$ cat src/rtl/lcd_ctrl_param.sv
// lcd_ctrl_param: parametrised image-display controller.
// Loads an IMG_W x IMG_H frame serially into an internal buffer, then streams a
// WIN x WIN view of it after every accepted command. Fit mode subsamples the whole
// frame; zoom mode shows a movable window. Horizontal/vertical mirroring persists.
//
// Ports:
//   clk          clock, rising edge
//   reset        synchronous, active-high reset
//   datain       pixel stream during LOAD, raster order
//   cmd          command code (0..9 legal)
//   cmd_valid    command strobe
//   dataout      displayed pixel (holds between displays)
//   output_valid dataout qualifier
//   busy         high while a command executes; commands are refused while high
module lcd_ctrl_param #(
    parameter int unsigned DW    = 8,
    parameter int unsigned IMG_W = 8,
    parameter int unsigned IMG_H = 8,
    parameter int unsigned WIN   = 4
) (
    input  logic          clk,
    input  logic          reset,
    input  logic [DW-1:0] datain,
    input  logic [3:0]    cmd,
    input  logic          cmd_valid,
    output logic [DW-1:0] dataout,
    output logic          output_valid,
    output logic          busy
);

    localparam int unsigned NPIX = IMG_W * IMG_H;
    localparam int unsigned NWIN = WIN * WIN;
    localparam int unsigned AW   = (NPIX > 1) ? $clog2(NPIX) : 1;
    // Counter covers both the load sweep (NPIX-1) and the display end marker (NWIN).
    localparam int unsigned CW   = $clog2(NPIX + 1);
    localparam int unsigned XW   = $clog2(IMG_W + 1);
    localparam int unsigned YW   = $clog2(IMG_H + 1);

    localparam logic [XW-1:0] OX0  = XW'((IMG_W - WIN) / 2);
    localparam logic [YW-1:0] OY0  = YW'((IMG_H - WIN) / 2);
    localparam logic [XW-1:0] XMAX = XW'(IMG_W - WIN);
    localparam logic [YW-1:0] YMAX = YW'(IMG_H - WIN);

    typedef enum logic [1:0] {StIdle, StLoad, StExec, StDisp} state_t;

    state_t          state_q, state_d;
    logic [CW-1:0]   cnt_q, cnt_d;
    logic [3:0]      cmd_q, cmd_d;
    logic            zoom_q, zoom_d;
    logic [XW-1:0]   ox_q, ox_d;
    logic [YW-1:0]   oy_q, oy_d;
    logic            mir_h_q, mir_h_d;
    logic            mir_v_q, mir_v_d;
    logic [DW-1:0]   dataout_d;
    logic            valid_d;
    logic            mem_we;
    logic [AW-1:0]   pix_addr;

    logic [DW-1:0]   mem [NPIX];

    assign busy = (state_q != StIdle);

    // Buffer address of window position cnt_q, after mirroring.
    always_comb begin
        int unsigned k, r, c, rr, cc, a;
        k  = 32'(cnt_q);
        r  = k / WIN;
        c  = k % WIN;
        cc = mir_h_q ? (WIN - 1 - c) : c;
        rr = mir_v_q ? (WIN - 1 - r) : r;
        if (zoom_q) begin
            a = (32'(oy_q) + rr) * IMG_W + 32'(ox_q) + cc;
        end else begin
            a = rr * (IMG_H / WIN) * IMG_W + cc * (IMG_W / WIN);
        end
        pix_addr = AW'(a);
    end

    always_comb begin
        state_d   = state_q;
        cnt_d     = cnt_q;
        cmd_d     = cmd_q;
        zoom_d    = zoom_q;
        ox_d      = ox_q;
        oy_d      = oy_q;
        mir_h_d   = mir_h_q;
        mir_v_d   = mir_v_q;
        dataout_d = dataout;
        valid_d   = 1'b0;
        mem_we    = 1'b0;
        case (state_q)
            StIdle: begin
                if (cmd_valid && (cmd <= 4'd9)) begin
                    cmd_d   = cmd;
                    cnt_d   = '0;
                    state_d = (cmd == 4'd1) ? StLoad : StExec;
                end
            end
            StLoad: begin
                mem_we = 1'b1;
                cnt_d  = cnt_q + CW'(1);
                if (cnt_q == CW'(NPIX - 1)) begin
                    state_d = StExec;
                end
            end
            StExec: begin
                state_d = StDisp;
                cnt_d   = '0;
                case (cmd_q)
                    4'd1: begin
                        zoom_d  = 1'b0;
                        ox_d    = OX0;
                        oy_d    = OY0;
                        mir_h_d = 1'b0;
                        mir_v_d = 1'b0;
                    end
                    4'd2: begin
                        zoom_d = 1'b1;
                        ox_d   = OX0;
                        oy_d   = OY0;
                    end
                    4'd3: zoom_d = 1'b0;
                    4'd4: if (zoom_q && (ox_q < XMAX)) ox_d = ox_q + XW'(1);
                    4'd5: if (zoom_q && (ox_q != '0)) ox_d = ox_q - XW'(1);
                    4'd6: if (zoom_q && (oy_q != '0)) oy_d = oy_q - YW'(1);
                    4'd7: if (zoom_q && (oy_q < YMAX)) oy_d = oy_q + YW'(1);
                    4'd8: mir_h_d = ~mir_h_q;
                    4'd9: mir_v_d = ~mir_v_q;
                    default: ;
                endcase
            end
            StDisp: begin
                // One extra cycle after the last pixel drops valid and busy together.
                if (cnt_q == CW'(NWIN)) begin
                    state_d = StIdle;
                end else begin
                    dataout_d = mem[pix_addr];
                    valid_d   = 1'b1;
                    cnt_d     = cnt_q + CW'(1);
                end
            end
            default: state_d = StIdle;
        endcase
    end

    always_ff @(posedge clk) begin
        if (reset) begin
            state_q      <= StIdle;
            cnt_q        <= '0;
            cmd_q        <= '0;
            zoom_q       <= 1'b0;
            ox_q         <= OX0;
            oy_q         <= OY0;
            mir_h_q      <= 1'b0;
            mir_v_q      <= 1'b0;
            dataout      <= '0;
            output_valid <= 1'b0;
        end else begin
            state_q      <= state_d;
            cnt_q        <= cnt_d;
            cmd_q        <= cmd_d;
            zoom_q       <= zoom_d;
            ox_q         <= ox_d;
            oy_q         <= oy_d;
            mir_h_q      <= mir_h_d;
            mir_v_q      <= mir_v_d;
            dataout      <= dataout_d;
            output_valid <= valid_d;
        end
    end

    // Frame buffer is deliberately not reset.
    always_ff @(posedge clk) begin
        if (mem_we) begin
            mem[cnt_q[AW-1:0]] <= datain;
        end
    end

endmodule

$ cat config.mk
export PLATFORM = sky130hd
export DESIGN_NAME = lcd_ctrl_param
export DESIGN_NICKNAME = d
export VERILOG_FILES = /design/src/rtl/lcd_ctrl_param.sv
export SDC_FILE = /design/constraint.sdc
export NUM_CORES = 1
export LEC_CHECK = 0
export ABC_CLOCK_PERIOD_IN_PS = 10000
export CAP_MARGIN = 10
export CORE_UTILIZATION = 52
export CTS_BUF_LIST = sky130_fd_sc_hd__clkbuf_16
export DETAILED_ROUTE_END_ITERATION = 10
export GPL_ROUTABILITY_DRIVEN = 0
export GPL_TIMING_DRIVEN = 0
export PLACE_DENSITY_LB_ADDON = 0.12
export RECOVER_POWER = 100
export SLEW_MARGIN = 20
export SYNTH_ARGS = -nofsm -noshare
export SYNTH_HDL_FRONTEND = slang
export SYNTH_SLANG_ARGS = --single-unit
export TNS_END_PERCENT = 5
$ cat constraint.sdc
create_clock -name clk -period 10 [get_ports clk]
set_input_delay 2 -clock clk [delete_from_list [all_inputs] [get_ports clk]]
set_output_delay 2 -clock clk [all_outputs]
set_load 0.02 [all_outputs]
Word-level counts from Yosys, hierarchy flattened
Memories as Yosys holds them, arrays and structs flattened. A register that Yosys moved wholly into a read port is not among the register bits.
Cells that the tools add are included.
- input bits: 15
- register bits: 25
- memories: 1
- word-level logic and storage cells: 101
- RAM bits: 512
- output and inout port bits: 10
- equality and inequality tests: 23
- add/sub/neg operators: 11
- reduce and logical (&&, ||, !) cells: 26
- bitwise gates (word level): 4
- multiplexer cells: 24
- magnitude comparators: 3
- memories (name ; words ; bits a word ; rd ports ; clocked after memory_dff ; write ports ; RTL line ; text):
    mem ; 64 ; 8 ; 1 ; 1 ; 1 ; 59 ; logic [DW-1:0] mem [NPIX];
- operator list (cell ; number):
    7-bit case mux with 4 select lines ; 1
    4-bit case mux with 3 select lines ; 2
    4-bit by 3-bit == test with 1-bit output, second input constant ; 4
    4-bit 2-to-1 mux ; 4
    2-bit inequality test, second input constant ; 8
    7-bit 2-to-1 mux ; 2
    6-bit adder ; 2
    6-bit 2-to-1 mux ; 2
    2-bit AND reduction ; 6
    4-bit by 1-bit adder with 4-bit output, second input constant ; 2
    4-bit by 1-bit == test with 1-bit output, second input constant ; 2
    4-bit by 2-bit == test with 1-bit output, second input constant ; 2
    4-bit == test, second input constant ; 2
    4-bit by 3-bit < comparator with 1-bit output, second input constant ; 2
    2-bit 2-to-1 mux ; 4
    2-bit case mux with 4 select lines ; 1
    4-bit AND reduction ; 2
    2-bit nonzero test ; 4
    4-bit nonzero test ; 2
    4-bit by 1-bit subtractor with 4-bit output, second input constant ; 2
    7-bit by 1-bit adder with 7-bit output, second input constant ; 1
    7-bit by 5-bit == test with 1-bit output, second input constant ; 1
    7-bit by 6-bit == test with 1-bit output, second input constant ; 1
    6-bit by 4-bit adder with 6-bit output ; 1
    15 further kinds ; 31

Depth between registers and ports, before layout
- depth in word-level cells: 6
- mapped depth: 18
- gate-level depth less buffers: 11

Worst setup path before layout
Ideal clock, no wire load.
- kind: register -> register
- start point: register mir_h_q
- end point: register dataout[5] (read register of mem)
- stages on the path, launching flop included: 17
- period minus slack after synthesis: 3.957 ns
- arrival: 3.831 ns
- library setup time: 0.126 ns
- data required time: 9.874 ns
- path buffers: 6
- path slack: 6.043 ns
- cells stage by stage: dfxtp_1 xnor2_2 inv_2 buf_6 buf_2 buf_2 ha_1 fa_1 buf_4 buf_6 buf_2 mux4_2 mux2_2 a21oi_1 o21ai_0 a32oi_1 o21ai_0
- cells in the longest elaborated chain, start to end: 3
- elaborated cells on any way between the ends: 4
- those cells by class: 2 x add/sub; 2 x mux
- RTL lines (element ; RTL line ; text):
    start: declaration ; 52 ; logic mir_h_q, mir_h_d;
    start signal: assignment ; 165 ; mir_h_q <= mir_h_d;
    6-bit 2-to-1 mux * ; 69 ; cc = mir_h_q ? (WIN - 1 - c) : c;
    6-bit adder, on equally long branches ; 72, 74 ;
    6-bit 2-to-1 mux * ; 71 ; if (zoom_q) begin
    end: declaration ; 26 ; output logic [DW-1:0] dataout,
Every way passes the cells marked *; elsewhere a longest branch is shown, timed or not.
A chain may end at the register's enable or synchronous reset.

Final worst setup path
- start point: register mir_h_q
- end point: register dataout[7] (read register of mem)
Same word-level chain as after synthesis.

==> summary.log <==
[worst_setup_path] worst reg2reg path depth 15
[worst_setup_path] endpoint of the worst-slack reg-to-reg timing path dataout[7]
[timing] total count of hold-check failures in the final report 0
[yosys] synthesized instance count 1,421
[finish] most common library cell in the layout ignoring fill and taps sky130_fd_sc_hd__edfxtp_1
[worst_setup_path] longest individual stage delay on the worst path 0.94 ns
[yosys] post-synthesis register bit count 545
[yosys] share of the synthesized area in the top cell type 0.665
[worst_setup_path] total stage count of the critical path 15
[detailed_routing] number of DRC markers in iteration 0 1,948
[timing] final max-slew violation count 520
[hold_path] Worst Hold End oy_q[3]
[timing] headroom to the max-slew limit -1.26
[floorplanning] number of top-level pins 25
[run_status] violations in the final reports capacitance limit, slew limit
[finish] fillers 3,330
[timing] worst-margin pin slew 3.39 ns
[worst_setup_path] largest fanout on the critical path 10
[hold_path] worst hold path type flop to flop
[clock_network] post-CTS setup-driven buffer insertion count 0
[detailed_routing] Total Routed Length 68,900 µm
[worst_setup_path] data arrival time of the critical path 8.43 ns
[worst_setup_path] FF-to-FF Start mir_h_q
[hold_path] startpoint of the tightest hold check path oy_q[3]
[yosys] Yosys top cell by area sky130_fd_sc_hd__edfxtp_1
[timing] portion of the clock cycle consumed by the worst path in the final layout 0.788
[worst_setup_path] slack of the worst reg-to-reg path 2.12 ns
[timing] setup clock skew after layout 0.0320 ns
[finish] commonest cells after routing, fill and taps aside sky130_fd_sc_hd__edfxtp_1 (512), sky130_fd_sc_hd__nor2_1 (126), sky130_fd_sc_hd__nand2_1 (117), sky130_fd_sc_hd__mux4_2 (107)
[timing] worst setup slack after layout 2.12 ns
[clock_network] number of sinks driven by the clock tree 545
[detailed_routing] via density per instance 6.63
[yosys] post-synthesis mux area share 0.137
[finish] final instance count without filler cells 2,134
[clock_network] worst-case clock buffer depth 3
[grt] met1 GRT Util 0.429
[pwr] post-layout power 4.89 mW
[timing] Fin Hold WS 0.520 ns
[worst_setup_path] Worst EP required 10.55 ns
[clock_network] hold buffer count at CTS 0
[yosys] number of synthesis warnings 0
[yosys] share of the synthesized area in compound gates (AO/OA/AOI/OAI) 0.0655
[timing] Setup violations, final 0
[grt] highest-utilization routing layer at the global route stage met2
[yosys] synthesized-area fraction occupied by and/or/nand/nor cells 0.0655
[worst_setup_path] CP startpoint kind flop
[timing] post-layout minimum cycle time 7.88 ns
[yosys] unique cell type count in the Yosys netlist 70
[clock_network] number of gates resized after CTS 0
[clock_network] H-tree levels 2
[clock_network] CTS Buf Count 56
[detailed_routing] drt wl/cell 32.3 µm
[place] pre-CTS WS 4.22 ns
[worst_setup_path] Worst setup EP type flop
[detailed_routing] number of iterations in the first detailed-routing pass 6
[yosys] number of enable-type register cells in the synthesized netlist 512
[clock_network] Worst-path clk slew 0.06 ns
[yosys] Synth area leaders sky130_fd_sc_hd__edfxtp_1 (66%), sky130_fd_sc_hd__mux4_2 (10%), sky130_fd_sc_hd__dfxtp_1 (2.9%)
[clock_network] library cell used as clock root buffer sky130_fd_sc_hd__clkbuf_16
[yosys] parity-gate share of the synthesized area counting xor and xnor cells 0.00698
[timing] Total Negative Setup Slacks 0 ns
[finish] layout cell share with drive strength beyond 1 0.160
[grt] number of global-route vias before repair 13,665
[timing] highest clock frequency the design can meet 127 MHz
[yosys] top_reg_cell synth sky130_fd_sc_hd__edfxtp_1
[pwr] total leakage power 8.47 nW
[worst_setup_path] most numerous cell on the critical path sky130_fd_sc_hd__clkbuf_1
[yosys] mean cell area of the mapped netlist 16.3 µm²
[finish] Final #Nets 1,537
[run_status] run status complete, but fails checks
[finish] Syn-to-layout area delta 11.7%
[place] number of input and output port buffers inserted 24
[pwr] total power per unit cell area 189 mW/mm²
[clock_network] CTS tree yes
[yosys] sequential fraction of the synthesis area 0.693
[floorplanning] area of the placeable core 0.0435 mm²
[place] # placed instances 2,031
[grt] pin count of the biggest net entering global routing 65
[worst_setup_path] critical path type flop to flop
[floorplanning] # rows 76
[grt] met3 capacity usage during global routing 0.0734
[job] number of maximum-capacitance violations 8
[pwr] VDD IR max 0.154 mV
[floorplanning] starting density of the core 0.532
[worst_setup_path] Worst Path Buf+Inv 6
[place] total half-perimeter wirelength after legalization and detailed placement 44,300 µm
[detailed_routing] antenna-violating nets left 0
[detailed_routing] DRC violation count after routing 0
[grt] initial antenna violation count 1
[floorplanning] die extent in y 213 µm
[yosys] number of nets produced by synthesis 1,454
[yosys] cell area after synthesis 0.0231 mm²
[worst_setup_path] Crit path max-delay family buffers and inverters
[yosys] combinational family with the most area after synthesis multiplexers
[floorplanning] die area 0.0453 mm²
[timing] unrepaired setup endpoints after global routing false
[floorplanning] x dimension of the die 213 µm
[yosys] post-synthesis share of cell area spent on full adders, half adders and majority gates 0.0110
[grt] wire length of the first global-routing pass 98,500 µm
[yosys] Synth async-reset ratio 0
[grt] global-route usage over all layers 0.316
[grt] met2 GRT Util 0.484
[worst_setup_path] critical-path cell list xnor2_1 > inv_1 > clkbuf_1 > clkbuf_1 > buf_2 > ha_1 > fa_1 > xor2_1 > mux2i_1 > clkbuf_1 > clkbuf_1 > o21ai_0 > o221ai_1 > a32oi_1 > o211ai_1
[hold_path] Hold Path Depth 2
[finish] diodes inserted 0
[worst_setup_path] slowest cell on the critical path sky130_fd_sc_hd__xnor2_1
[detailed_routing] vias after detailed routing 14,143
[grt] leftover overflow at the end of global routing 0
[clock_network] clock latency of the later-clocked register in the worst-skew pair 0.62 ns
-- power breakdown --
group / leakage, nW / switching [mW] / internal (mW)
Combinational: 2.69 / 0.215 / 0.0995
Sequential: 4.87 / 0.00467 / 2.50
Clock: 0.917 / 0.880 / 1.19
-- synth_stat cells, drive strengths merged, types with 6 or more instances --
cell type and n:
nor2b 7, a21oi 41, mux4 109, inv 13, and3 6, buf 47
or3 6, nor2 126, nand4 6, dfxtp 33, a31oi 16, nand3 26
xor2 8, o221ai 15, o211ai 6, xnor2 7, mux2i 58, o22ai 23
ha 14, mux2 11, clkbuf 39, edfxtp 512, a211oi 13, a21o 6
a221oi 6, o21ai 39, nor3 21, nand2b 6, nand2 117
-- kinds of logic after synthesis --
logic type	Yosys count
xor+xnor	16
simple gates	345
mux	178
fa+ha+maj	18
buf+inv	99
compound gates	220
flops	545
-- worst max path at each step --
stage | startpoint | to | slack (ns)
2_1_floorplan | mir_h_q | dataout[5] | 6.04
3_3_place_gp | mir_h_q | dataout[0] | 4.22
3_5_place_dp | mir_h_q | dataout[7] | 4.22
4_1_cts | mir_h_q | dataout[0] | 4.20
5_1_grt | mir_h_q | dataout[7] | 2.24
6_report | mir_h_q | dataout[7] | 2.12
-- flip-flops by register name, summed over array words and instances, names as in the netlist --
register      cells
cmd_q             4
cnt_q             7
dataout           8
mem             512
mir_h_q           1
mir_v_q           1
output_valid      1
ox_q              4
oy_q              4
state_q           2
zoom_q            1
-- final cells by class --
type	count	area (µm²)	share of cell area
Clock buffer	57	1430	0.0552
Inverter	13	48.8	0.00189
Clock inverter	46	374	0.0145
Multi-Input combinational cell	777	6620	0.256
Sequential cell	545	16000	0.620
Buffer	86	424	0.0164
Tap cell	585	732	0.0283
Timing Repair Buffer	25	194	0.00750
-- metrics by stage --
| step | util | area (µm²) |
|---|---|---|
| 2_1_floorplan | - | 23100 |
| 3_3_place_gp | 0.555 | 24100 |
| 3_5_place_dp | 0.555 | 24100 |
| 4_1_cts | 0.596 | 25900 |
| 5_1_grt | 0.595 | 25900 |
| 6_report | 0.595 | 25900 |
-- layer usage --
metal  part of all wire  wire, µm
met1               0.39     26600
met2               0.46     31400
met3               0.10      7150
met4              0.053      3670
met5             0.0014        95
-- tightest hold or removal path: cells and delay by family (launching register included) --
| kind | cells | cell delay (ns) |
|---|---|---|
| compound gates | 2 | 0.14 |
| flops | 1 | 0.34 |
Note: power is estimated with default switching activity, not from simulation.
